[src/rtl/muldiv_unit_pkg.sv]
`default_nettype none
// ============================================================================
// Module  : muldiv_unit_pkg
// Purpose : Shared op encodings and FSM state encodings for the mul/div unit
// Rev     : 1.0  initial release
// ============================================================================
package muldiv_unit_pkg;

  // Op encodings, shared with the decoder/control that drives op
  localparam logic [1:0] OP_MULT  = 2'd0;
  localparam logic [1:0] OP_MULTU = 2'd1;
  localparam logic [1:0] OP_DIV   = 2'd2;
  localparam logic [1:0] OP_DIVU  = 2'd3;

  localparam logic [1:0] ST_IDLE  = 2'd0;
  localparam logic [1:0] ST_RUN   = 2'd1;
  localparam logic [1:0] ST_FIX   = 2'd2;

  function automatic logic is_signed_op(input logic [1:0] op_v);
    return (op_v == OP_MULT) || (op_v == OP_DIV);
  endfunction

endpackage
`default_nettype wire

[src/rtl/muldiv_datapath.sv]
`default_nettype none
// ============================================================================
// Module  : muldiv_datapath
// Purpose : Shift-add multiply / restoring divide step on a 2*WIDTH accumulator
// Rev     : 1.0  initial release
// ============================================================================
module muldiv_datapath #(
  parameter int WIDTH = 32
) (
  input  logic               clk,
  input  logic               rst,
  input  logic               load_i,
  input  logic               step_i,
  input  logic               is_div_i,
  input  logic [WIDTH-1:0]   a_i,
  input  logic [WIDTH-1:0]   b_i,
  output logic [2*WIDTH-1:0] acc_o
);

  logic [2*WIDTH-1:0] acc_q, acc_d;
  logic [WIDTH-1:0]   m_q, m_d;
  logic               is_div_q, is_div_d;
  logic [WIDTH:0]     w_sum;
  logic [WIDTH:0]     w_rem_sh;
  logic [WIDTH:0]     w_diff;

  // Multiply keeps the multiplier in the low half; divide keeps the dividend there
  always_comb begin
    w_sum    = {1'b0, acc_q[2*WIDTH-1:WIDTH]} + (acc_q[0] ? {1'b0, m_q} : '0);
    w_rem_sh = acc_q[2*WIDTH-1:WIDTH-1];
    w_diff   = w_rem_sh - {1'b0, m_q};
    acc_d    = acc_q;
    m_d      = m_q;
    is_div_d = is_div_q;
    if (load_i) begin
      is_div_d = is_div_i;
      if (is_div_i) begin
        acc_d = {{WIDTH{1'b0}}, a_i};
        m_d   = b_i;
      end else begin
        acc_d = {{WIDTH{1'b0}}, b_i};
        m_d   = a_i;
      end
    end else if (step_i) begin
      if (is_div_q) begin
        if (!w_diff[WIDTH]) acc_d = {w_diff[WIDTH-1:0], acc_q[WIDTH-2:0], 1'b1};
        else                acc_d = {w_rem_sh[WIDTH-1:0], acc_q[WIDTH-2:0], 1'b0};
      end else begin
        acc_d = {w_sum, acc_q[WIDTH-1:1]};
      end
    end
  end

  always_ff @(posedge clk) begin
    if (rst) begin
      acc_q    <= '0;
      m_q      <= '0;
      is_div_q <= 1'b0;
    end else begin
      acc_q    <= acc_d;
      m_q      <= m_d;
      is_div_q <= is_div_d;
    end
  end

  assign acc_o = acc_q;

endmodule
`default_nettype wire

[src/rtl/muldiv_unit.sv]
`default_nettype none
// ============================================================================
// Module  : muldiv_unit
// Purpose : Iterative MULT/MULTU/DIV/DIVU unit with HI/LO registers
// Rev     : 1.0  initial release
// ============================================================================
module muldiv_unit #(
  parameter int WIDTH = 32,
  parameter int CNT_W = 6
) (
  input  logic             clk,
  input  logic             rst,
  input  logic             start,
  input  logic [1:0]       op,
  input  logic [WIDTH-1:0] rs_data,
  input  logic [WIDTH-1:0] rt_data,
  input  logic             mthi,
  input  logic             mtlo,
  output logic             busy,
  output logic             done,
  output logic [WIDTH-1:0] hi,
  output logic [WIDTH-1:0] lo
);
  import muldiv_unit_pkg::*;

  logic [1:0]         state_q, state_d;
  logic [CNT_W-1:0]   cnt_q, cnt_d;
  logic [WIDTH-1:0]   hi_q, hi_d, lo_q, lo_d, a_orig_q, a_orig_d;
  logic               done_q, done_d;
  logic               neg_res_q, neg_res_d, neg_rem_q, neg_rem_d;
  logic               is_div_q, is_div_d, div0_q, div0_d;
  logic               w_start, w_a_neg, w_b_neg;
  logic [WIDTH-1:0]   w_a_mag, w_b_mag, w_quo, w_rem;
  logic [2*WIDTH-1:0] w_acc, w_prod;

  assign w_start = start && (state_q == ST_IDLE);
  assign w_a_neg = is_signed_op(op) && rs_data[WIDTH-1];
  assign w_b_neg = is_signed_op(op) && rt_data[WIDTH-1];
  assign w_a_mag = w_a_neg ? -rs_data : rs_data;
  assign w_b_mag = w_b_neg ? -rt_data : rt_data;

  muldiv_datapath #(.WIDTH(WIDTH)) u_datapath (
    .clk      (clk),
    .rst      (rst),
    .load_i   (w_start),
    .step_i   (state_q == ST_RUN),
    .is_div_i (op[1]),
    .a_i      (w_a_mag),
    .b_i      (w_b_mag),
    .acc_o    (w_acc)
  );

  assign w_prod = neg_res_q ? -w_acc : w_acc;
  assign w_quo  = neg_res_q ? -w_acc[WIDTH-1:0] : w_acc[WIDTH-1:0];
  assign w_rem  = neg_rem_q ? -w_acc[2*WIDTH-1:WIDTH] : w_acc[2*WIDTH-1:WIDTH];

  always_comb begin
    state_d   = state_q;
    cnt_d     = cnt_q;
    hi_d      = hi_q;
    lo_d      = lo_q;
    a_orig_d  = a_orig_q;
    done_d    = 1'b0;
    neg_res_d = neg_res_q;
    neg_rem_d = neg_rem_q;
    is_div_d  = is_div_q;
    div0_d    = div0_q;
    case (state_q)
      ST_IDLE: begin
        if (start) begin
          state_d   = ST_RUN;
          cnt_d     = '0;
          neg_res_d = w_a_neg ^ w_b_neg;
          neg_rem_d = w_a_neg;
          is_div_d  = op[1];
          div0_d    = (rt_data == '0);
          a_orig_d  = rs_data;
        end else begin
          if (mthi) hi_d = rs_data;
          if (mtlo) lo_d = rs_data;
        end
      end
      ST_RUN: begin
        cnt_d = cnt_q + 1'b1;
        if (cnt_q == CNT_W'(WIDTH-1)) state_d = ST_FIX;
      end
      ST_FIX: begin
        state_d = ST_IDLE;
        done_d  = 1'b1;
        // Divide by zero reports all-ones quotient and the untouched dividend
        if (!is_div_q) begin
          hi_d = w_prod[2*WIDTH-1:WIDTH];
          lo_d = w_prod[WIDTH-1:0];
        end else if (div0_q) begin
          hi_d = a_orig_q;
          lo_d = '1;
        end else begin
          hi_d = w_rem;
          lo_d = w_quo;
        end
      end
      default: state_d = ST_IDLE;
    endcase
  end

  always_ff @(posedge clk) begin
    if (rst) begin
      state_q   <= ST_IDLE;
      cnt_q     <= '0;
      hi_q      <= '0;
      lo_q      <= '0;
      a_orig_q  <= '0;
      done_q    <= 1'b0;
      neg_res_q <= 1'b0;
      neg_rem_q <= 1'b0;
      is_div_q  <= 1'b0;
      div0_q    <= 1'b0;
    end else begin
      state_q   <= state_d;
      cnt_q     <= cnt_d;
      hi_q      <= hi_d;
      lo_q      <= lo_d;
      a_orig_q  <= a_orig_d;
      done_q    <= done_d;
      neg_res_q <= neg_res_d;
      neg_rem_q <= neg_rem_d;
      is_div_q  <= is_div_d;
      div0_q    <= div0_d;
    end
  end

  assign busy = (state_q != ST_IDLE);
  assign done = done_q;
  assign hi   = hi_q;
  assign lo   = lo_q;

endmodule
`default_nettype wire
[config.mk]
export PLATFORM = sky130hd
export DESIGN_NAME = muldiv_unit
export DESIGN_NICKNAME = d
export VERILOG_FILES = /design/src/rtl/muldiv_unit_pkg.sv /design/src/rtl/muldiv_datapath.sv /design/src/rtl/muldiv_unit.sv
export SDC_FILE = /design/constraint.sdc
export NUM_CORES = 1
export LEC_CHECK = 0
export BUFFER_PORTS_ARGS = -buffer_cell sky130_fd_sc_hd__buf_2
export CORE_ASPECT_RATIO = 0.7
export CORE_UTILIZATION = 55
export CTS_BUF_LIST = sky130_fd_sc_hd__clkbuf_2
export DETAILED_ROUTE_END_ITERATION = 6
export PLACE_DENSITY = 0.8
export SKIP_CTS_REPAIR_TIMING = 1
export SLEW_MARGIN = 20
export SYNTH_ARGS = -nofsm -noshare
export SYNTH_HDL_FRONTEND = slang
export SYNTH_HIERARCHICAL = 1
export SYNTH_SLANG_ARGS = --single-unit
export TNS_END_PERCENT = 30
[constraint.sdc]
create_clock -name clk -period 4.1 [get_ports clk]
set_clock_uncertainty 0.1 [all_clocks]
set_input_delay 0.82 -clock clk [delete_from_list [all_inputs] [get_ports clk]]
set_output_delay 0.82 -clock clk [all_outputs]
set_load 0.02 [all_outputs]
## Word-level counts from Yosys, hierarchy flattened

Cells that the tools add are included.

- Add/sub/neg operators: 8
- Equality and inequality tests: 9
- Multiplexer cells: 28
- Bitwise logic cells: 1
- Reductions and logical operators: 16

Operators by type and width:

| cell | number |
|---|---|
| two-way mux 32 bit | 15 |
| two-way mux 64 bit | 5 |
| negator 32 bit | 4 |
| one-hot mux 32 bit (2 select lines) | 2 |
| negator 64 bit | 1 |
| adder 32 x 33 -> 33 bit | 1 |
| subtractor 33 x 32 -> 33 bit | 1 |
| zero test 32 bit | 1 |
| one-hot mux 6 bit (2 select lines) | 1 |
| inequality test 2 bit, second input constant | 5 |
| nonzero test 2 bit | 4 |
| adder 6 x 1 -> 6 bit, second input constant | 1 |
| equality test 6 x 5 -> 1 bit, second input constant | 1 |
| two-way mux 6 bit | 1 |
| AND reduction 2 bit | 3 |
| AND reduction 3 bit | 2 |
| equality test 2 bit, second input constant | 2 |
| zero test 2 bit | 2 |
| two-way mux 2 bit | 2 |
| one-hot mux 2 bit (2 select lines) | 1 |
| logical AND 1 bit | 3 |
| equality test 2 x 1 -> 1 bit, second input constant | 1 |
| logical OR 1 bit | 1 |
| two-way mux 1 bit | 1 |
| bitwise XOR 1 bit | 1 |

- Flip-flop bits (word level): 206
- Input port bits: 71
- Output and inout bits: 66
- Logic and storage cells: 75

## Logic depth before layout (Yosys ltp)

- Depth in word-level cells: 6
- Depth in mapped cells: 13
- Gate-level depth less buffers: 13

## Modules after synthesis

Netlist, hierarchy kept.

By module, submodules not included:

| module | times used | cells each | area each (um2) | sequential area each (um2) |
|---|---|---|---|---|
| muldiv_datapath | 1 | 1117 | 8823.5 | 1941.9 |
| muldiv_unit | 1 | 1224 | 8809.7 | 2182.1 |

## Worst setup path before layout

No wires, ideal clock.

- Kind: register to register
- Start: register u_datapath.acc_q[0], in the netlist u_datapath/acc_o[0]
- End: register u_datapath.acc_q[60], in the netlist u_datapath/acc_o[60]
- Setup time: 0.122 ns
- Data arrival time: 3.054 ns
- Required time: 3.878 ns
- Slack: 0.824 ns
- Cell stages (with the launch flop): 14
- Path buffers: 1
- Clock period less this slack: 3.276 ns
- Cells stage by stage: dfxtp_1 -> clkbuf_1 -> nand2_1 -> inv_1 -> ha_1 -> a211o_1 -> and4bb_2 -> or3_1 -> nand3_1 -> and3_1 -> nor4bb_1 -> a211o_1 -> xor2_1 -> a221o_1

- Cells in the longest elaborated chain, start to end: 5

Ends and longest elaborated chain:

| what | RTL line | text |
|---|---|---|
| start: declaration | muldiv_datapath.sv:20 | `logic [2*WIDTH-1:0] acc_q, acc_d;` |
| start signal: assignment | muldiv_datapath.sv:56 | `acc_q <= '0;` |
| start signal: assignment | muldiv_datapath.sv:60 | `acc_q <= acc_d;` |
| two-way mux 32 bit | muldiv_datapath.sv:29 | `w_sum = {1'b0, acc_q[2*WIDTH-1:WIDTH]} + (acc_q[0] ? {1'b0, m_q} : '0);` |
| adder 32 x 33 -> 33 bit | muldiv_datapath.sv:29 |  |
| two-way mux 64 bit | muldiv_datapath.sv:45 | `if (is_div_q) begin` |
| two-way mux 64 bit | muldiv_datapath.sv:44 | `end else if (step_i) begin` |
| two-way mux 64 bit | muldiv_datapath.sv:35 | `if (load_i) begin` |

No other way between the ends. The select of a mux whose other input is x is not followed.
A chain may end at the register's enable or synchronous reset.

## Worst setup path after layout

- Start: register u_datapath.acc_q[0], in the netlist u_datapath/acc_o[0]
- End: register u_datapath.acc_q[61], in the netlist u_datapath/acc_o[61]

The elaborated chain is that of the path after synthesis.

==> run_results.csv <==
group,metric,value,unit
power,power_density,299.0,mW/mm^2
die,fp.dieH,151.8,um
power,leakage,8.112,nW
cts,h-tree-depth,2,
die,coreArea,0.03135,mm^2
timing,slew_headroom,30.79,%
detailed_routing,via_count,19660,
synth,synthArstFlopShare,0,%
placed_design,dp_hpwl,54360,um
timing,setup_viol,0,
synth,synthesis.area,0.01763,mm^2
power,vdd_drop_max,234.6,uV
synth,yosysWarnings,6,
synth,avgSynthCellArea,7.532,um^2
timing,finalHoldViolations,0,
layout,fin_nets,2592,
cts,cts_tree,"done",
cts,cts_buffer_depth,3,
setup_path,end_kind,"register",
timing,tightest_slew,1038,ps
power,p_sw,0.002387,W
setup_path,reg2reg_to,"u_datapath/acc_o[61]",
cts,cts-buffers-inserted,54,
setup_path,crit_chain,"and2_1 -> ha_1 -> inv_1 -> fa_1 -> nor2b_1 -> o211ai_1 -> a21oi_1 -> o31a_1 -> a32oi_1 -> o311ai_0 -> mux2i_1 -> nor2_1 -> nand3_1",
synth,synthFlopType,"dfxtp_1",
global_route,antenna_found_initial,3,
worst_hold_path,hp-start,"rs_data[1]",
job,cap_violations,0,
setup_path,critPathLaunchType,"register",
global_route,grt_pass1_wl,106500,um
timing,min_period,3788,ps
global_route,grt_max_degree,98,
detailed_routing,drc,0,
setup_path,reg2reg_setup_slack,310,ps
power,pwr-share-seq,40.0,%
setup_path,crit_arrival,4520,ps
synth,syn_inst,2341,
layout,drive_gt1_share,14.32,%
synth,syn_nets,2483,
layout,layout_common_cells,"a21oi_1 (208), nor2_1 (207), dfxtp_1 (205)",
placed_design,gp_congestion,1.118,
setup_path,crit_fanout,22,
timing,rsz0062_at_grt,"no",
timing,slew_viol_final,0,
setup_path,r2r_start,"u_datapath/acc_o[0]",
setup_path,cp_data_required_time,4830,ps
detailed_routing,post_drt_wl_per_cell,24.58,um
layout,synthToLayoutAreaGrowth,9.650,%
setup_path,max_stage_delay,800,ps
synth,synth_edf_count,0,
die,rows,54,
power,total_power,0.005781,W
global_route,grt_use_total,41.84,%
detailed_routing,vias_per_cell,6.780,
timing,fmax,264.0,MHz
timing,setup_tns,0,ps
run_status,run_status,"complete, no violations",
detailed_routing,drt_iter0_drc,2819,
worst_hold_path,hold_depth,3,
power,switching_share,41.30,%
setup_path,reg2reg_depth,13,
synth,synth-seq-cells,206,
die,die-area,0.03279,mm^2
power,pwr-share-comb,33.5,%
worst_hold_path,hold_end,"a_orig_q[1]",
synth,synth_cell_type_count,98,
cts,root_buffer,"clkbuf_2",
global_route,grt_pass1_vias,17810,
detailed_routing,ant_nets,0,
placed_design,port_buffers,136,
setup_path,path_class,"reg2reg",
global_route,overflow,0,
layout,layout_commonest_cell,"a21oi_1",
worst_hold_path,hold_class,"in2reg",
setup_path,cp_slowest_cell,"dfxtp_1",
timing,post-route-period-util,92.40,%
detailed_routing,drt-pass1-iter-count,6,
die,ios,137,
power,p_int,0.003393,W
detailed_routing,totalWireLength,71280,um
cts,clk_pin_slew,110,ps
synth,ys_seq_area_share,23.39,%
die,start_util,56.25,%
die,fp.dieW,216.0,um
power,power_frac_clock,26.5,%
cts,cts.sinks,206,
cts,clk_latency,940,ps
## synth_stat cells (9+ instances only)
| library cell | number | area (um^2) |
|---|---|---|
| a22oi_1 | 64 | 480.5 |
| dfxtp_1 | 206 | 4124 |
| a22o_1 | 9 | 78.83 |
| xor2_1 | 74 | 648.1 |
| or3_1 | 16 | 100.1 |
| nand2_1 | 200 | 750.7 |
| or2_2 | 9 | 56.30 |
| and2_1 | 42 | 262.8 |
| mux2i_1 | 124 | 1241 |
| nor2_1 | 209 | 784.5 |
| nand3_1 | 46 | 230.2 |
| or4_1 | 11 | 82.58 |
| o211ai_1 | 18 | 135.1 |
| a211oi_1 | 108 | 810.8 |
| a21o_1 | 48 | 360.4 |
| ha_1 | 69 | 863.3 |
| xnor2_1 | 90 | 788.3 |
| inv_1 | 77 | 289.0 |
| buf_1 | 14 | 52.55 |
| nand2b_1 | 29 | 181.4 |
| o21ai_1 | 15 | 75.07 |
| nor2b_1 | 16 | 100.1 |
| o31ai_1 | 18 | 135.1 |
| a31oi_1 | 30 | 187.7 |
| and3_1 | 16 | 100.1 |
| nand4_1 | 28 | 175.2 |
| o21ai_0 | 119 | 595.6 |
| clkbuf_1 | 144 | 540.5 |
| nor3_1 | 48 | 240.2 |
| nor4_1 | 28 | 175.2 |
| o221ai_1 | 14 | 122.6 |
| a21oi_1 | 208 | 1041 |
## critical path: cells and delay by family (launching register included)
family                   cells  cell delay [ps]
AND/OR/NAND/NOR              4              620
adder cells (fa/ha/maj)      2              550
AO/OA/AOI/OAI                5             1410
flip-flops                   1              800
buffers and inverters        1               60
multiplexers                 1              150
## power groups by stage
| stage | Combinational (W) | Clock, W | Sequential, W |
|---|---|---|---|
| global placement | 0.00182 | 0 | 0.00234 |
| finish | 0.00194 | 0.00153 | 0.00231 |
| CTS | 0.00187 | 0.00154 | 0.00230 |
| global route | 0.00206 | 0.00163 | 0.00232 |
| detailed placement | 0.00186 | 0 | 0.00234 |
| floorplan | 0.00124 | 0 | 0.00230 |
## cell families after synthesis
family                     Yosys count  synth area share [%]
and+or+nand+nor                    749                 21.32
adders and majority gates           71                 5.123
buffers and inverters              254                 5.705
DFF                                206                 23.39
xor gates and xnor gates           166                 8.458
muxes                              133                 7.614
AOI/OAI and AO/OA                  762                 28.40
## flip-flops by register name, summed over array words and instances, names as in the netlist
signal,flops
is_div_q,1
u_datapath/is_div_q,1
done,1
div0_q,1
state_q,2
neg_rem_q,1
cnt_q,6
u_datapath/m_q,32
a_orig_q,32
lo,32
u_datapath/acc_o,64
neg_res_q,1
hi,32
## metal layers
layer	up-vias	wire (um)	global-route usage, %
met5	-	16	0
met1	9214	29280	57.26
met2	1334	27960	57.71
met4	2	3327	17.40
met3	232	10700	16.60
li1	8881	-	-
## per-stage QoR
step | cells | cell area, um^2 | setup slack, ps | util, % | hold WS, ps
after floorplan | 2341 | 17630 | 824.2 | - | 332.8
after global placement | 2814 | 18860 | 432.5 | 60.16 | 341.5
after detailed placement | 2814 | 18860 | 409.9 | 60.17 | 347.8
after CTS | 2899 | 19330 | 374.5 | 61.65 | 15.76
after global routing | 2900 | 19330 | 10.14 | 61.67 | 61.16
final | 2900 | 19330 | 311.7 | 61.67 | 77.14
## area by class of cell
type / count / area, um^2
timing repair buffer: 225 / 1379
sequential: 206 / 4125
clock buffer: 71 / 355.3
fill: 2954 / 12020
inverter: 82 / 310.3
multi-input combinational: 1881 / 12530
antenna: 1 / 2.502
tap: 420 / 525.5
clock inverter: 14 / 107.6
## worst max-delay path by stage
stage / start / endpoint / slack [ps]
6_report: u_datapath/acc_o[0] / u_datapath/acc_o[61] / 310
5_1_grt: u_datapath/acc_o[0] / u_datapath/acc_o[61] / 10
4_1_cts: u_datapath/acc_o[0] / u_datapath/acc_o[55] / 370
3_5_place_dp: u_datapath/acc_o[0] / u_datapath/acc_o[55] / 410
3_3_place_gp: u_datapath/acc_o[0] / u_datapath/acc_o[55] / 430
2_1_floorplan: u_datapath/acc_o[0] / u_datapath/acc_o[60] / 820
Power figures use the tool's default switching activity.
